**src/rtl/puf_mapping_ctrl.sv**
```systemverilog
// Drives an external PUF core through NUM_EVALS arm/settle/sample passes per challenge and
// majority-votes the sampled responses, flagging bits whose samples disagreed.
module puf_mapping_ctrl #(
    parameter int IN_WIDTH      = 128,
    parameter int OUT_WIDTH     = 16,
    parameter int CFG_WIDTH     = 32,
    parameter int SETTLE_CYCLES = 16,
    parameter int NUM_EVALS     = 3
) (
    input  logic                 clk,
    input  logic                 reset,
    input  logic                 trigger,
    input  logic [IN_WIDTH-1:0]  data_in,
    input  logic [CFG_WIDTH-1:0] cfg_in,
    output logic                 busy,
    output logic                 done,
    output logic [OUT_WIDTH-1:0] data_out,
    output logic [OUT_WIDTH-1:0] unstable,
    output logic [IN_WIDTH-1:0]  puf_challenge,
    output logic [CFG_WIDTH-1:0] puf_cfg,
    output logic                 puf_trigger,
    output logic                 puf_reset,
    input  logic [OUT_WIDTH-1:0] puf_response
);

    localparam int SW = $clog2(SETTLE_CYCLES + 1);
    localparam int EW = $clog2(NUM_EVALS + 1);
    localparam int CW = EW;
    localparam logic [SW-1:0] SETTLE_LAST = SW'(SETTLE_CYCLES - 1);
    localparam logic [EW-1:0] EVAL_LAST   = EW'(NUM_EVALS - 1);
    localparam logic [CW-1:0] VOTE_HALF   = CW'(NUM_EVALS / 2);
    localparam logic [CW-1:0] VOTE_FULL   = CW'(NUM_EVALS);

    typedef enum logic [2:0] {IDLE, ARM, EVAL, RECOVER, DONE} state_t;

    state_t          state, state_nxt;
    logic [SW-1:0]   settle_cnt;
    logic [EW-1:0]   eval_cnt;
    logic [CW-1:0]   ones_cnt [OUT_WIDTH];
    logic [CW-1:0]   cnt_nxt  [OUT_WIDTH];
    logic            accept;
    logic            sample;

    // An even-count tie resolves to 0 because the comparison is strict.
    function automatic logic vote_bit(input logic [CW-1:0] c);
        return c > VOTE_HALF;
    endfunction

    function automatic logic unstable_bit(input logic [CW-1:0] c);
        return (c != '0) && (c != VOTE_FULL);
    endfunction

    always_comb begin
        state_nxt   = state;
        busy        = 1'b1;
        done        = 1'b0;
        puf_trigger = 1'b0;
        puf_reset   = 1'b0;
        accept      = 1'b0;
        sample      = 1'b0;
        case (state)
            IDLE: begin
                busy      = 1'b0;
                puf_reset = 1'b1;
                if (trigger) begin
                    accept    = 1'b1;
                    state_nxt = ARM;
                end
            end
            ARM:     state_nxt = EVAL;
            EVAL: begin
                puf_trigger = 1'b1;
                if (settle_cnt == SETTLE_LAST) begin
                    sample    = 1'b1;
                    state_nxt = (eval_cnt == EVAL_LAST) ? DONE : RECOVER;
                end
            end
            RECOVER: begin
                puf_reset = 1'b1;
                state_nxt = ARM;
            end
            DONE: begin
                done      = 1'b1;
                state_nxt = IDLE;
            end
            default: state_nxt = IDLE;
        endcase
    end

    always_comb begin
        for (int i = 0; i < OUT_WIDTH; i++) begin
            cnt_nxt[i] = ones_cnt[i] + CW'(puf_response[i]);
        end
    end

    always_ff @(posedge clk) begin
        if (reset) begin
            state         <= IDLE;
            settle_cnt    <= '0;
            eval_cnt      <= '0;
            puf_challenge <= '0;
            puf_cfg       <= '0;
            data_out      <= '0;
            unstable      <= '0;
            for (int i = 0; i < OUT_WIDTH; i++) ones_cnt[i] <= '0;
        end else begin
            state <= state_nxt;
            if (accept) begin
                puf_challenge <= data_in;
                puf_cfg       <= cfg_in;
                eval_cnt      <= '0;
                for (int i = 0; i < OUT_WIDTH; i++) ones_cnt[i] <= '0;
            end
            if (state == ARM) begin
                settle_cnt <= '0;
            end else if (state == EVAL) begin
                settle_cnt <= settle_cnt + SW'(1);
            end
            // Results are loaded on the edge into DONE so they are valid alongside the done pulse.
            if (sample) begin
                eval_cnt <= eval_cnt + EW'(1);
                for (int i = 0; i < OUT_WIDTH; i++) begin
                    ones_cnt[i] <= cnt_nxt[i];
                    if (state_nxt == DONE) begin
                        data_out[i] <= vote_bit(cnt_nxt[i]);
                        unstable[i] <= unstable_bit(cnt_nxt[i]);
                    end
                end
            end
        end
    end

endmodule

```
**config.mk**
```make
export PLATFORM = sky130hd
export DESIGN_NAME = puf_mapping_ctrl
export DESIGN_NICKNAME = d
export VERILOG_FILES = /design/src/rtl/puf_mapping_ctrl.sv
export SDC_FILE = /design/constraint.sdc
export NUM_CORES = 1
export LEC_CHECK = 0
export CORE_MARGIN = 10
export CORE_UTILIZATION = 30
export DETAILED_ROUTE_END_ITERATION = 10
export PLACE_DENSITY_LB_ADDON = 0.05
export SLEW_MARGIN = 5
export SYNTH_ARGS = -nofsm -noshare
export SYNTH_HDL_FRONTEND = slang
export SYNTH_SLANG_ARGS = --single-unit
```
**constraint.sdc**
```tcl
create_clock -name clk -period 2.1 [get_ports clk]
set_clock_uncertainty 0.1 [all_clocks]
set_input_delay 0.63 -clock clk [delete_from_list [all_inputs] [get_ports clk]]
set_output_delay 0.63 -clock clk [all_outputs]
set_load 0.02 [all_outputs]
```
==> results.sh, run 1 <==
export IMPL_yosysTopAreaCellShare=0.452
export IMPL_cpPeakStageDelay_ns=0.38
export IMPL_wire_per_inst_um=17.3
export IMPL_ys_async_sr_fraction=0
export IMPL_timing_final_max_slew_violations=0
export IMPL_start_util=0.305
export IMPL_yosysUniqueCellTypes=37
export IMPL_peakVddDrop_v=0.000630
export IMPL_numClockSinks=234
export IMPL_fin_ws_ns=-0.000858
export IMPL_cap_violations=0
export IMPL_wirelength_um=31500
export IMPL_setup_tns_final_ns=-0.000858
export IMPL_hold_class="input pin to flop"
export IMPL_cts_root_buf="clkbuf_16"
export IMPL_hold_buffers=0
export IMPL_gp_congestion=0.731
export IMPL_grtUsageTotal=0.158
export IMPL_cpLargestDelayFamily="flip-flops"
export IMPL_numCtsBuffers=28
export IMPL_hold_viol=0
export IMPL_cts_tree="built"
export IMPL_path_buf_inv=1
export IMPL_synth_edf_count=30
export IMPL_place_ws_ns=-0.209
export IMPL_fin_crit_sh=1.00
export IMPL_area_growth_pct=59.3
export IMPL_synth_seq_cells=234
export IMPL_clkTransAtPathRegs_ns=0.06
export IMPL_crit_type="flop to output port"
export IMPL_cp_start_kind="flop"
export IMPL_synth_ff_type="dfxtp_1"
export IMPL_synth_top_cell_by_area="dfxtp_1"
export IMPL_syn_area_um2=9030
export IMPL_grt_pass1_vias=8050
export IMPL_grt_overflow=0
export IMPL_fmax_mhz=476
export IMPL_final_common_cell="nand2_1"
export IMPL_violations="negative setup slack"
export IMPL_synth_area_leaders="dfxtp_1 (45%), nand2_1 (14%), a21oi_1 (10%)"
export IMPL_crit_fanout=6
export IMPL_synth_yosys_warnings=0
export IMPL_io_pins=375
export IMPL_drcViolationCount=0
export IMPL_insertion_delay_ns=0.53
export IMPL_setup_viol=1
export IMPL_core_area_um2=29600
export IMPL_port_buffer_count=374
export IMPL_slew_headroom=0.491
export IMPL_final_cell_mix="nand2_1 (344), dfxtp_1 (200), dlygate4sd2_1 (191)"
export IMPL_critPathCaptureType="output port"
export IMPL_status="finished with violations"
export IMPL_via_count=8062
export IMPL_period_needed_ns=2.10
export IMPL_antenna_found_initial=4
export IMPL_htreeDepth=1
export IMPL_arrival_ns=1.37
export IMPL_fp_row_count=63
export IMPL_worst_pin_slew_ns=0.764
export IMPL_grt_pass1_wl_um=48400
export IMPL_antenna_left=0
export IMPL_slowest_stage="dfxtp_4"
export IMPL_synth_avg_cell_area_um2=8.86
export IMPL_ys_seq_area_frac=0.552
export IMPL_drt_initial_drc_count=323
export IMPL_synth_nets=1234
export IMPL_power_density_nw_per_um2=833
export IMPL_holdWs_ns=0.327
export IMPL_nNetsFinal=1626
export IMPL_firstDrtPassIters=4
export IMPL_drive_above_1_share=0.105
export IMPL_hpwl_um=22700
export IMPL_finalPower_uw=12000
export IMPL_path_cells="nor2b_4 -> nor3_2 -> buf_4"
export IMPL_leakage_uw=0.00624
export IMPL_rsz0062_at_grt="true"
export IMPL_final_area_um2=14400
export IMPL_grt_max_degree=136
export IMPL_via_per_inst=4.42
export IMPL_cts_path_max_buffers=3
export IMPL_die_area_um2=37400
export IMPL_dpl_cell_area_um2=13500
export IMPL_die_h_um=194
export IMPL_crit_required_ns=1.37
export IMPL_die_w_um=194
export IMPL_netlist_instances=1020
## logic make-up after synthesis
logic type	count (synthesis)	synth area share
AOI/OAI and AO/OA	217	0.136
xor gates and xnor gates	17	0.0165
adders and majority gates	35	0.0485
buffers and inverters	76	0.0447
DFF	234	0.552
muxes	2	0.00222
and+or+nand+nor	439	0.200
## registers in the layout, indices dropped and copies added, names as in the netlist
register and cells:
data_out 16, eval_cnt 2, ones_cnt 32, puf_cfg 32
puf_challenge 128, settle_cnt 5, state 3, unstable 16
## metal layers
layer  GRT usage  routed length, um  vias to the layer above
met5           0                 13                        -
met4      0.0361                665                        2
met3      0.0662               2920                       42
met2       0.265              15000                      219
met1       0.184              12900                     3647
li1            -                  -                     4152
## final timing paths
path | from | to | slack [ns] | cells past startpoint
worst max-delay path | state[1] | puf_reset | -0.0009 | 3
worst min-delay path | reset | state[0] | 0.33 | 3
worst max register to register | settle_cnt[1] | data_out[13] | 0.11 | 8
worst min register to register | data_out[8] | data_out[8] | 0.35 | 2
## report_power, final
part	total (uW)	internal, uW	switching (uW)
clock network	5130	3210	1920
registers	4910	4790	119
logic	1940	900	1040
total	12000	8900	3080
## synth_stat cells, types with 16 or more instances
master,instances
a211oi_2,16
a21oi_1,184
and2_1,20
buf_2,19
clkbuf_1,37
dfxtp_1,204
edfxtp_1,30
ha_1,35
nand2_1,345
nor2_1,37
or3_1,16
xnor2_1,16
## worst register-to-register path, stage by stage (launching register included)
cell,delay [ns]
dfxtp_1,0.33
ha_2,0.17
and3_4,0.19
ha_4,0.15
and4bb_4,0.27
nand2_2,0.09
buf_12,0.17
or3_1,0.31
a21oi_1,0.14
## cell type report
type,instances,area (um^2)
antenna,3,7.51
clock buffer,38,820
clock inverter,13,174
fill,2951,15300
inverter,4,15.0
multi-input combinational,710,3720
sequential,234,5000
tap,390,488
timing repair buffer,434,4170
## per-stage QoR
stage / cells / util
after floorplan: 1020 / -
after global placement: 1764 / 0.455
after detailed placement: 1764 / 0.455
after CTS: 1821 / 0.483
after global routing: 1826 / 0.485
final: 1826 / 0.485
## timing repair
action | 4_1_cts | 5_1_grt
resized for setup | 209 | 8
pin swaps | 3 | 1
gates cloned | 0 | 0
setup buffers | 6 | 2
setup endpoints to repair | 213 | 31
Power figures use the tool's default switching activity.
==> run 2: changes to the inputs <==
--- a/config.mk
+++ b/config.mk
@@ -5,8 +5,9 @@
 export SDC_FILE = /design/constraint.sdc
 export NUM_CORES = 1
 export LEC_CHECK = 0
+export ABC_AREA = 1
 export CORE_MARGIN = 10
-export CORE_UTILIZATION = 30
+export CORE_UTILIZATION = 39
 export DETAILED_ROUTE_END_ITERATION = 10
 export PLACE_DENSITY_LB_ADDON = 0.05
 export SLEW_MARGIN = 5
==> run 2 against run 1 <==
Flip-flop and latch count stayed put. First-iteration DRC count is 10% higher. Non-clock buffer count is 5 lower. Largest cell class unchanged. Cell count is 1.5% lower. Maximum frequency is 3.1% higher. Sequential power is 3% higher. Routed wire length is 7.2% lower. Cell area is 1.5% lower. Worst setup slack better by 0.062 ns. Via count is 0.68% lower. Clock-buffer cell count is 2 lower. Power is 1.8% lower. The run now ends clean.
==> results.sh, run 2 <==
export IMPL_status="complete, no violations"
export IMPL_dp_cells=1752
export IMPL_worst_pin_slew_ns=0.681
export IMPL_port_buffer_count=374
export IMPL_synth_avg_cell_area_um2=8.47
export IMPL_yosysMostFrequentCell="dfxtp_1"
export IMPL_hold_class="flop to flop"
export IMPL_arrival_ns=1.31
export IMPL_start_util=0.399
export IMPL_slew_headroom=0.546
export IMPL_cpLargestDelayFamily="buffers and inverters"
export IMPL_synth_area_leaders="dfxtp_1 (45%), edfxtp_1 (9.9%), a21oi_1 (9.2%)"
export IMPL_wirelength_um=29200
export IMPL_yosysTopAreaCellShare=0.448
export IMPL_core_area_um2=22800
export IMPL_die_w_um=173
export IMPL_fp_row_count=55
export IMPL_period_needed_ns=2.04
export IMPL_critPathCaptureType="output port"
export IMPL_grt_overflow=0
export IMPL_nNetsFinal=1681
export IMPL_power_density_nw_per_um2=830
export IMPL_drive_above_1_share=0.0748
export IMPL_io_pins=375
export IMPL_cpPeakStageDelay_ns=0.45
export IMPL_yosysUniqueCellTypes=25
export IMPL_syn_area_um2=9120
export IMPL_drcViolationCount=0
export IMPL_instances_no_fill=1798
export IMPL_holdWs_ns=0.337
export IMPL_setup_viol=0
export IMPL_cts_root_buf="clkbuf_16"
export IMPL_clkTransAtPathRegs_ns=0.06
export IMPL_grt_pass1_wl_um=44500
export IMPL_grt_max_degree=83
export IMPL_final_area_um2=14200
export IMPL_die_h_um=173
export IMPL_path_cells="dlygate4sd2_1"
export IMPL_synth_commonest_cells="dfxtp_1 (204), inv_1 (183), a21oi_1 (168), nor2_1 (120), o21ai_1 (100)"
export IMPL_path_buf_inv=1
export IMPL_finalPower_uw=11800
export IMPL_cts_path_max_buffers=3
export IMPL_cp_start_kind="flop"
export IMPL_crit_fanout=2
export IMPL_final_common_cell="dfxtp_1"
export IMPL_largest_reg_flops=128
export IMPL_crit_type="flop to output port"
export IMPL_synth_edf_count=30
export IMPL_slowest_stage="dlygate4sd2_1"
export IMPL_timing_final_max_slew_violations=0
export IMPL_hpwl_um=22400
export IMPL_gp_congestion=0.816
export IMPL_hold_viol=0
export IMPL_cts_setup_buffers=0
export IMPL_via_per_inst=4.45
export IMPL_leakage_uw=0.00649
export IMPL_ys_async_sr_fraction=0
export IMPL_antenna_found_initial=2
export IMPL_grtUsageTotal=0.185
export IMPL_regMostFlops="puf_challenge"
export IMPL_fmax_mhz=491
export IMPL_synth_nets=1290
export IMPL_final_cell_mix="dfxtp_1 (203), dlygate4sd2_1 (192), inv_1 (182)"
export IMPL_grt_pass1_vias=7523
export IMPL_cts_tree="built"
export IMPL_synth_seq_cells=234
export IMPL_reg_largest_list="puf_challenge (128), ones_cnt (32), puf_cfg (32)"
export IMPL_synth_yosys_warnings=0
export IMPL_dpl_cell_area_um2=13600
export IMPL_rsz0062_at_grt="false"
export IMPL_fin_crit_sh=0.971
export IMPL_via_count=8007
export IMPL_drt_initial_drc_count=356
export IMPL_peakVddDrop_v=0.000506
export IMPL_numCtsBuffers=26
export IMPL_insertion_delay_ns=0.52
export IMPL_netlist_instances=1076
export IMPL_synth_ff_type="dfxtp_1"
export IMPL_wire_per_inst_um=16.3
export IMPL_htreeDepth=1
export IMPL_synth_top_cell_by_area="dfxtp_1"
export IMPL_cap_violations=0
export IMPL_die_area_um2=29900
export IMPL_crit_required_ns=1.37
export IMPL_numClockSinks=234
export IMPL_area_growth_pct=55.5
export IMPL_firstDrtPassIters=5
export IMPL_antenna_left=0
export IMPL_ys_seq_area_frac=0.547
-- run 2: cell count changes after synthesis, moves of 14 or more --
cell	change
o21ai_0	+71
nor2_1	+83
or3_1	-16
a21oi_1	-16
o21ai_1	+100
a211oi_2	-16
clkbuf_1	-14
inv_1	+179
nand2_1	-292
and2_1	-20
-- run 2: area by class of cell --
class | instances | area [um^2]
antenna | 1 | 2.50
clock buffer | 36 | 749
clock inverter | 9 | 95.1
fill | 2132 | 8670
inverter | 187 | 707
multi-input combinational | 589 | 3100
sequential | 234 | 4990
tap | 313 | 392
timing repair buffer | 429 | 4140
-- run 2: stage by stage --
step	worst slack, ns	setup TNS [ns]	util
after floorplan	0.145	0	-
after global placement	-0.123	-4.37	0.594
after detailed placement	-0.192	-6.28	0.594
after CTS	0.0129	0	0.619
after global routing	0.000654	0	0.620
final	0.0615	0	0.620
-- run 2: path summary, 6_finish.rpt --
check | startpoint | to | slack [ns] | depth (start not counted)
worst max-delay path | puf_challenge[81] | puf_challenge[81] | 0.06 | 1
worst min-delay path | puf_challenge[122] | puf_challenge[122] | 0.34 | 2
worst max register to register | settle_cnt[0] | ones_cnt[0][8] | 0.19 | 9
worst min register to register | puf_challenge[122] | puf_challenge[122] | 0.34 | 2
-- run 2: logic make-up after synthesis --
kind of cell	count (synthesis)	share of synthesized area
buffers and inverters	253	0.115
XOR/XNOR	17	0.0163
AO/OA/AOI/OAI	346	0.190
AND/OR/NAND/NOR	191	0.0837
adder cells (fa/ha/maj)	35	0.0480
flip-flops	234	0.547
-- run 2: where the power goes --
part / total (uW) / leakage [uW] / internal [uW] / switching [uW]
clock network: 4510 / 0.000415 / 2720 / 1790
registers: 5040 / 0.00201 / 4880 / 160
logic: 2210 / 0.00406 / 999 / 1210
total: 11800 / 0.00649 / 8600 / 3170
-- run 2: timing repair --
| item | 4_1_cts | 5_1_grt |
|---|---|---|
| endpoints found under the setup margin | 196 | 62 |
| resized for setup | 212 | 7 |
| gates cloned | 0 | 0 |
| hold buffers | 0 | 0 |
| pin swaps | 0 | 1 |
-- run 2: routing by layer --
layer / routed length, um / track usage / part of all wire
met5: 18 / 0 / 0.00062
met4: 571 / 0.0510 / 0.020
met3: 3050 / 0.0854 / 0.10
met2: 14000 / 0.312 / 0.48
met1: 11600 / 0.206 / 0.40
